File: src/rtl/mem_access_arbiter.sv
// Round-robin arbiter sharing one memory port among NUM_CLIENTS requesters; grant and response
// routing are combinational, read ownership is tracked in an in-order tag FIFO.
module mem_access_arbiter #(
  parameter int NUM_CLIENTS = 3,
  parameter int DATA_WIDTH = 32,
  parameter int ADDR_WIDTH = 16,
  parameter int MAX_OUTSTANDING = 16,
  parameter logic [NUM_CLIENTS-1:0] WRITE_MASK = 3'b100
) (
  input  logic                                  clk,
  input  logic                                  rst_n,
  input  logic                                  start,
  input  logic [NUM_CLIENTS*ADDR_WIDTH-1:0]     client_start_addr,
  input  logic [NUM_CLIENTS-1:0]                client_req,
  input  logic [NUM_CLIENTS*DATA_WIDTH-1:0]     client_wdata,
  output logic [NUM_CLIENTS-1:0]                client_ack,
  output logic [DATA_WIDTH-1:0]                 client_rdata,
  output logic [NUM_CLIENTS-1:0]                client_rvalid,
  output logic [ADDR_WIDTH-1:0]                 mem_addr,
  output logic [DATA_WIDTH-1:0]                 mem_write_data,
  output logic                                  mem_read_valid,
  output logic                                  mem_write_valid,
  input  logic [DATA_WIDTH-1:0]                 mem_data,
  input  logic                                  mem_valid,
  output logic [$clog2(MAX_OUTSTANDING+1)-1:0]  outstanding_count,
  output logic                                  resp_error
);
  localparam int CW   = (NUM_CLIENTS > 1) ? $clog2(NUM_CLIENTS) : 1;
  localparam int PW   = $clog2(MAX_OUTSTANDING);
  localparam int CNTW = $clog2(MAX_OUTSTANDING+1);

  logic [CW-1:0]          last_grant;
  logic [CW-1:0]          grant_idx;
  logic                   grant_vld;
  logic                   grant_wr;
  logic [NUM_CLIENTS-1:0] elig;
  logic [ADDR_WIDTH-1:0]  addr_q [NUM_CLIENTS];
  logic [CW-1:0]          tag_mem [MAX_OUTSTANDING];
  logic [PW-1:0]          rd_ptr;
  logic [PW-1:0]          wr_ptr;
  logic                   tracker_full;
  logic                   tracker_empty;
  logic                   push;
  logic                   pop;
  logic                   orphan;
  int                     idx;

  assign tracker_empty = (outstanding_count == '0);
  assign tracker_full  = (outstanding_count == CNTW'(MAX_OUTSTANDING));
  // Fullness is judged on the registered count, so a same-cycle pop cannot unblock a reader.
  assign elig = client_req & (WRITE_MASK | {NUM_CLIENTS{~tracker_full}}) & {NUM_CLIENTS{~start}};

  always_comb begin
    grant_vld = 1'b0;
    grant_idx = '0;
    idx       = 0;
    for (int k = 1; k <= NUM_CLIENTS; k++) begin
      idx = (int'(last_grant) + k) % NUM_CLIENTS;
      if (!grant_vld && elig[idx]) begin
        grant_vld = 1'b1;
        grant_idx = idx[CW-1:0];
      end
    end
  end

  assign grant_wr = WRITE_MASK[grant_idx];

  always_comb begin
    client_ack      = '0;
    mem_addr        = '0;
    mem_read_valid  = 1'b0;
    mem_write_valid = 1'b0;
    mem_write_data  = '0;
    if (grant_vld) begin
      client_ack[grant_idx] = 1'b1;
      mem_addr              = addr_q[grant_idx];
      mem_read_valid        = ~grant_wr;
      mem_write_valid       = grant_wr;
      if (grant_wr)
        mem_write_data = client_wdata[grant_idx*DATA_WIDTH +: DATA_WIDTH];
    end
  end

  assign push   = mem_read_valid;
  assign pop    = mem_valid & ~start & ~tracker_empty;
  assign orphan = mem_valid & ~start & tracker_empty;

  assign client_rdata = mem_data;

  always_comb begin
    client_rvalid = '0;
    if (pop)
      client_rvalid[tag_mem[rd_ptr]] = 1'b1;
  end

  always_ff @(posedge clk) begin
    if (push)
      tag_mem[wr_ptr] <= grant_idx;
  end

  always_ff @(posedge clk or negedge rst_n) begin
    if (!rst_n) begin
      last_grant        <= CW'(NUM_CLIENTS-1);
      rd_ptr            <= '0;
      wr_ptr            <= '0;
      outstanding_count <= '0;
      resp_error        <= 1'b0;
      for (int i = 0; i < NUM_CLIENTS; i++)
        addr_q[i] <= '0;
    end else if (start) begin
      last_grant        <= CW'(NUM_CLIENTS-1);
      rd_ptr            <= '0;
      wr_ptr            <= '0;
      outstanding_count <= '0;
      resp_error        <= 1'b0;
      for (int i = 0; i < NUM_CLIENTS; i++)
        addr_q[i] <= client_start_addr[i*ADDR_WIDTH +: ADDR_WIDTH];
    end else begin
      if (grant_vld) begin
        last_grant        <= grant_idx;
        addr_q[grant_idx] <= addr_q[grant_idx] + 1'b1;
      end
      if (push)
        wr_ptr <= wr_ptr + 1'b1;
      if (pop)
        rd_ptr <= rd_ptr + 1'b1;
      if (push && !pop)
        outstanding_count <= outstanding_count + 1'b1;
      else if (pop && !push)
        outstanding_count <= outstanding_count - 1'b1;
      if (orphan)
        resp_error <= 1'b1;
    end
  end
endmodule

File: config.mk
export PLATFORM = sky130hd
export DESIGN_NAME = mem_access_arbiter
export DESIGN_NICKNAME = d
export VERILOG_FILES = /design/src/rtl/mem_access_arbiter.sv
export SDC_FILE = /design/constraint.sdc
export NUM_CORES = 1
export LEC_CHECK = 0
export ABC_AREA = 1
export BUFFER_PORTS_ARGS = -buffer_cell sky130_fd_sc_hd__buf_4
export CAP_MARGIN = 25
export CORE_ASPECT_RATIO = 0.75
export CORE_UTILIZATION = 52
export DETAILED_ROUTE_END_ITERATION = 8
export MAX_ROUTING_LAYER = met4
export PLACE_DENSITY = 0.87
export SLEW_MARGIN = 20
export SYNTH_ARGS = -nofsm -noshare
export SYNTH_HDL_FRONTEND = slang
export SYNTH_SLANG_ARGS = --single-unit
export TNS_END_PERCENT = 5
File: constraint.sdc
create_clock -name clk -period 5.3 [get_ports clk]
set_clock_uncertainty 0.2 [all_clocks]
set_input_delay 0 -clock clk [delete_from_list [all_inputs] [get_ports clk]]
set_output_delay 0 -clock clk [all_outputs]
set_load 0.02 [all_outputs]
==> results of run 1 <==
-- layout by cell type, fill, tap and decap left out, drive strengths merged, types with 2 or more instances in the layout --
master / n
a21boi: 2
a21oi: 11
a22oi: 13
buf: 154
clkbuf: 9
clkinv: 3
clkinvlp: 3
dfrtp: 63
dlygate4sd3: 86
edfxtp: 32
ha: 12
inv: 108
nand2: 233
nand3: 84
nand3b: 6
nor2: 119
nor3: 3
o211ai: 6
o21ai: 50
o21bai: 4
o221ai: 6
o22ai: 7
o31ai: 2
xnor2: 4
xor2: 4
-- flip-flops by register name (all words and copies together), names as in the netlist --
| signal | count |
|---|---|
| outstanding_count | 5 |
| resp_error | 1 |
| last_grant | 2 |
| rd_ptr | 4 |
| tag_mem | 32 |
| addr_q | 48 |
| wr_ptr | 4 |
-- worst max-delay path, stage by stage (launching register included) --
cell	delay [ps]
dfrtp_1	370
inv_1	60
ha_1	380
inv_1	120
nor2_1	140
nand3_2	120
nand2_2	100
nor2_4	60
nand3_1	90
nand3_2	250
nand2_2	500
inv_2	440
nor2_4	320
nand2_1	250
fa_1	480
nand3_1	100
nand2_1	60
xor2_1	160
xor2_1	150
o22ai_1	80
-- metrics by stage --
step                      cell area (µm²)  std cells  setup WS, ps  power, mW    util
final                                8389       1192         734.9      6.652  0.7171
after global routing                 8387       1191         375.5      7.133  0.7169
after CTS                            8387       1191         795.8      6.499  0.7169
after detailed placement             7247       1089         808.6      5.790  0.6195
after global placement               7247       1089         908.4      5.691  0.6195
after floorplan                      6300        836          1766      4.541       -
-- cells by family (layout without fill, tap and decap cells) --
logic type	Yosys count	after routing	synth area share
xor gates and xnor gates	8	8	0.01231
buffers and inverters	170	363	0.1299
adders and majority gates	13	13	0.02701
and+or+nand+nor	446	446	0.3247
other	0	1	0
DFF	96	96	0.4070
AOI/OAI and AO/OA	103	103	0.09910
-- how the worst max path moves through the flow --
stage                         startpoint  depth (start not counted)                               end
2_1_floorplan  last_grant[1]$_DFFE_PN1P_                         20  outstanding_count[4]$_DFFE_PN0P_
3_3_place_gp   last_grant[1]$_DFFE_PN1P_                         19  outstanding_count[4]$_DFFE_PN0P_
3_5_place_dp   last_grant[1]$_DFFE_PN1P_                         19  outstanding_count[4]$_DFFE_PN0P_
4_1_cts        last_grant[1]$_DFFE_PN1P_                         19  outstanding_count[4]$_DFFE_PN0P_
5_1_grt        last_grant[0]$_DFFE_PN0P_                         22            addr_q[14]$_DFFE_PN0P_
6_report       last_grant[0]$_DFFE_PN0P_                         19  outstanding_count[4]$_DFFE_PN0P_
-- metal layers --
layer / global-route usage / up-vias / part of all wire
li1: - / 3017 / -
met1: 0.3996 / 2975 / 0.40
met2: 0.4786 / 384 / 0.47
met3: 0.07269 / 68 / 0.097
met4: 0.1385 / 0 / 0.036
met5: - / - / 0
-- where the power goes --
part | internal (mW) | total (mW) | switching (mW)
Sequential | 1.12 | 1.26 | 0.147
Clock | 0.322 | 0.625 | 0.303
Combinational | 1.55 | 4.76 | 3.22
-- layout make-up --
cell class / count / area [µm²] / share of cell area
Antenna cell: 1 / 2.502 / 0.0002983
Clock buffer: 9 / 225.2 / 0.02685
Clock inverter: 7 / 53.80 / 0.006413
Inverter: 107 / 401.6 / 0.04787
Multi-Input combinational cell: 570 / 2923 / 0.3484
Sequential cell: 96 / 2564 / 0.3056
Tap cell: 162 / 202.7 / 0.02416
Timing Repair Buffer: 240 / 2017 / 0.2404
==> flow_metrics.py, run 1 <==
metrics = {
    "run_status": {
        "status": "finished clean",
    },
    "clocking": {
        "cts_hold_buf": 86,
        "cts.sinks": 96,
        "numCtsBuffers": 9,
        "cts_tree": "yes",
        "clock_path_buffers": 2,
        "ctsResizeCount": 0,
        "post-cts-setup-buffers": 0,
        "cts_max_level": 3,
        "cts-root-buf": "clkbuf_16",
        "clkLatencyLatePin_ps": 350,
        "path_clk_slew_ps": 80,
    },
    "finish": {
        "nFillCells": 849,
        "layout.nets": 1220,
        "drive_gt1_frac": 0.2187,
        "syn_to_final_growth_pct": 33.17,
    },
    "place": {
        "port_buffers": 148,
        "place.gp.congestion": 0.9081,
        "hpwl_um": 11730,
    },
    "yosys": {
        "synth_area_leaders": "dfrtp_1, edfxtp_1, nand2_1",
        "synth_edf_count": 32,
        "ys_seq_area_frac": 0.4070,
        "ys_types": 41,
        "synth_most_common_cell": "nand2_1",
        "syn_nets": 1032,
        "synth_largest_area_cell": "dfrtp_1",
        "synth_area_per_cell_um2": 7.536,
        "synthTopCellsByCount": "nand2_1, inv_1, nor2_1",
        "yosys_warnings": 0,
        "syn_area_um2": 6300,
        "dominantRegCellSynth": "dfrtp_1",
        "synthArstFlopShare": 0.6667,
        "synth_top_area_frac": 0.2502,
        "syn_inst": 836,
        "synth_seq_cells": 96,
    },
    "power": {
        "powerDensity_nw_per_um2": 792.9,
        "ir_worst_vdd_mv": 0.5207,
        "leakage_nw": 4.156,
    },
    "worst_setup_path": {
        "critPathMaxFanout": 36,
        "rr_endpoint": "outstanding_count[4]$_DFFE_PN0P_",
        "crit_path_start_kind": "register",
        "critical_path.endpoint_type": "register",
        "reg2reg_depth": 19,
        "r2r_start": "last_grant[0]$_DFFE_PN0P_",
        "cp_data_required_time_ps": 5320,
        "worst-setup-path-type": "reg -> reg",
        "r2r_slack_ps": 730,
        "cp.arrival_ps": 4590,
    },
    "floorplan": {
        "core_area_um2": 11700,
        "die_h_um": 97.32,
        "pin_count": 277,
        "die_w_um": 129.1,
        "num_rows": 34,
        "initial_core_util": 0.5385,
        "design.die.area_um2": 12560,
    },
    "route": {
        "antenna_left": 0,
        "num_vias": 6444,
        "wl_per_cell_um": 15.63,
        "viasPerCell": 5.406,
        "dr.first_iter.drc_count": 641,
        "drc": 0,
        "wl_um": 18630,
        "drtPass1Iterations": 6,
    },
    "sta": {
        "rsz0062_at_grt": "no",
        "tightest_slew_ps": 882.6,
        "holdWs_ps": 111.8,
        "post-route-period-util": 0.8613,
        "period_needed_ps": 4565,
        "setup_viol": 0,
        "setup_tns_ps": 0,
        "max_freq_ghz": 0.2191,
        "max_slew_margin": 0.4116,
        "hold_viol_final": 0,
        "final_max_slew_viol_count": 0,
    },
    "grt": {
        "grt_max_degree": 65,
        "grt_util_all_layers": 0.3141,
        "grt_pass1_vias": 6200,
        "grt.overflow.total": 0,
        "antenna_found_initial": 0,
        "grt_pass1_wl_um": 29670,
    },
    "job": {
        "maxCapViolCount": 0,
    },
    "min_path": {
        "hp-class": "in -> async",
    },
}
Power figures use the tool's default switching activity.
==> inputs of run 2 (changes only) <==
Settings changed: CORE_ASPECT_RATIO 0.75 to default.
==> run 2 against run 1 <==
Effect of this change:
- the run now ends with design-rule violations left
- final cell count fell by 2.0%
- design area down 0.72%
- clock power is 2% higher
- global-route usage shrank 0.38 points
- clock-buffer cell count increased by 3
- power down 0.20%
- hold slack worse by 99 ps
- combinational power about the same
- sequential cell count unchanged
==> flow_metrics.py, run 2 (synthesis results as in run 1) <==
metrics = {
    "place": {
        "hpwl_um": 11670,
        "port_buffers": 148,
        "place.gp.congestion": 0.8539,
    },
    "route": {
        "drc": 12,
        "viasPerCell": 5.492,
        "wl_um": 18590,
        "num_vias": 6415,
        "drtPass1Iterations": 9,
        "dr.first_iter.drc_count": 575,
        "antenna_left": 0,
        "wl_per_cell_um": 15.92,
    },
    "power": {
        "leakage_nw": 4.145,
        "ir_worst_vdd_mv": 0.5849,
        "powerDensity_nw_per_um2": 797.0,
    },
    "run_status": {
        "status": "complete, but fails checks",
        "violations": "design-rule violations",
    },
    "finish": {
        "drive_gt1_frac": 0.2146,
        "final_cell_mix": "nand2_1, buf_4, inv_1",
        "largest-register": "addr_q",
        "nFillCells": 833,
        "diodes": 0,
        "reg.largest.list": "addr_q (48), tag_mem (32), outstanding_count (5)",
        "area.sequential_um2": 2564,
        "largest_reg_flops": 48,
        "mostFrequentLayoutCell": "nand2_1",
        "utilization": 0.7172,
        "syn_to_final_growth_pct": 32.21,
        "layout.nets": 1216,
        "multi_input_area_um2": 2923,
    },
    "worst_setup_path": {
        "crit_path_start_kind": "register",
        "cp_data_required_time_ps": 5310,
        "crit_chain": "ha_1 > inv_1 > nor2_1 > nand3_2 > nand2_2 > nor2_4 > nand2_2 > nor2_4 > nand2_4 > nand2_2 > inv_2 > nor2_4 > nand2_1 > fa_1 > nand3_1 > nand2_1 > xor2_1 > xor2_1 > o22ai_1",
        "worst-setup-path-type": "reg -> reg",
        "cp_num_buf_inv": 2,
        "cpPeakStageDelay_ps": 530,
        "cpLargestDelayFamily": "simple AND/OR/NAND/NOR gates",
        "critPathMaxFanout": 36,
        "critical_path.endpoint_type": "register",
        "cp_slowest_cell": "dfstp_2",
        "cp.arrival_ps": 4590,
    },
    "min_path": {
        "hp-class": "in -> reg",
    },
    "grt": {
        "grt_pass1_wl_um": 29680,
        "grt.overflow.total": 0,
        "grt_pass1_vias": 6276,
        "antenna_found_initial": 0,
        "grt_max_degree": 65,
        "grt_util_all_layers": 0.3103,
    },
    "sta": {
        "max_freq_ghz": 0.2185,
        "post-route-period-util": 0.8634,
        "rsz0062_at_grt": "no",
        "max_slew_margin": 0.4392,
        "setup_tns_ps": 0,
        "final_max_slew_viol_count": 0,
        "period_needed_ps": 4576,
        "setup_viol": 0,
        "tightest_slew_ps": 841.2,
        "hold_viol_final": 0,
        "holdWs_ps": 12.64,
    },
    "floorplan": {
        "die_w_um": 112.1,
        "pin_count": 277,
        "core_area_um2": 11610,
        "num_rows": 39,
        "die_h_um": 112.1,
        "design.die.area_um2": 12560,
        "initial_core_util": 0.5424,
    },
    "clocking": {
        "clkLatencyLatePin_ps": 340,
        "clock_path_buffers": 2,
        "cts.sinks": 96,
        "cts_tree": "yes",
        "cts-root-buf": "clkbuf_16",
        "numCtsBuffers": 9,
        "path_clk_slew_ps": 70,
        "cts_max_level": 3,
        "post-cts-setup-buffers": 0,
    },
    "job": {
        "maxCapViolCount": 0,
    },
}
-- run 2: per-stage QoR --
step	setup WS (ps)	instance area, µm²	cells	total power [mW]
4_1_cts	785.0	8329	1168	6.526
3_5_place_dp	813.7	7216	1069	5.794
3_3_place_gp	864.8	7216	1069	5.684
5_1_grt	395.6	8329	1168	7.111
2_1_floorplan	1766	6300	836	4.541
6_report	723.9	8329	1168	6.638
-- run 2: path summary, 6_finish.rpt --
path | startpoint | to | slack (ps) | cells after the start
max | last_grant[1]$_DFFE_PN1P_ | outstanding_count[4]$_DFFE_PN0P_ | 720 | 19
min | start | addr_q[5]$_DFFE_PN0P_ | 10 | 3
max reg2reg | last_grant[1]$_DFFE_PN1P_ | outstanding_count[4]$_DFFE_PN0P_ | 720 | 19
min reg2reg | addr_q[1]$_DFFE_PN0P_ | addr_q[1]$_DFFE_PN0P_ | 300 | 2
max in group asynchronous | rst_n | addr_q[29]$_DFFE_PN0P_ | 4200 | 2
min in group asynchronous | rst_n | addr_q[10]$_DFFE_PN0P_ | 140 | 2
-- run 2: worst register-to-register path, stage by stage, from the launching register on --
cell and delay (ps):
dfstp_2 530, ha_1 280, inv_1 150, nor2_1 70, nand3_2 110, nand2_2 70
nor2_4 190, nand2_2 100, nor2_4 120, nand2_4 110, nand2_2 430, inv_2 420
nor2_4 350, nand2_1 260, fa_1 470, nand3_1 110, nand2_1 70, xor2_1 180
xor2_1 170, o22ai_1 90
-- run 2: repair_timing --
item                                   4_1_cts  5_1_grt
endpoints found under the hold margin      147        0
gates resized for setup                      0        0
hold buffers                                83        0
-- run 2: layer usage --
layer / GRT usage / vias up / wire length [µm]
li1: - / 3013 / -
met3: 0.05940 / 64 / 1431
met2: 0.5553 / 361 / 9550
met5: - / - / 0
met1: 0.3322 / 2977 / 6884
met4: 0.1422 / 0 / 726
-- run 2: report_power, final --
group	internal, mW	leakage (nW)	total [mW]	switching [mW]
combinational	1.55	2.95	4.74	3.20
clock	0.364	0.134	0.635	0.271
sequential	1.12	1.06	1.26	0.145
-- run 2: area by class of cell --
type	instances	area share
Clock inverter	4	0.005558
Clock buffer	12	0.02839
Multi-Input combinational cell	570	0.3509
Sequential cell	96	0.3078
Tap cell	143	0.02148
Timing Repair Buffer	236	0.2376
Inverter	107	0.04822
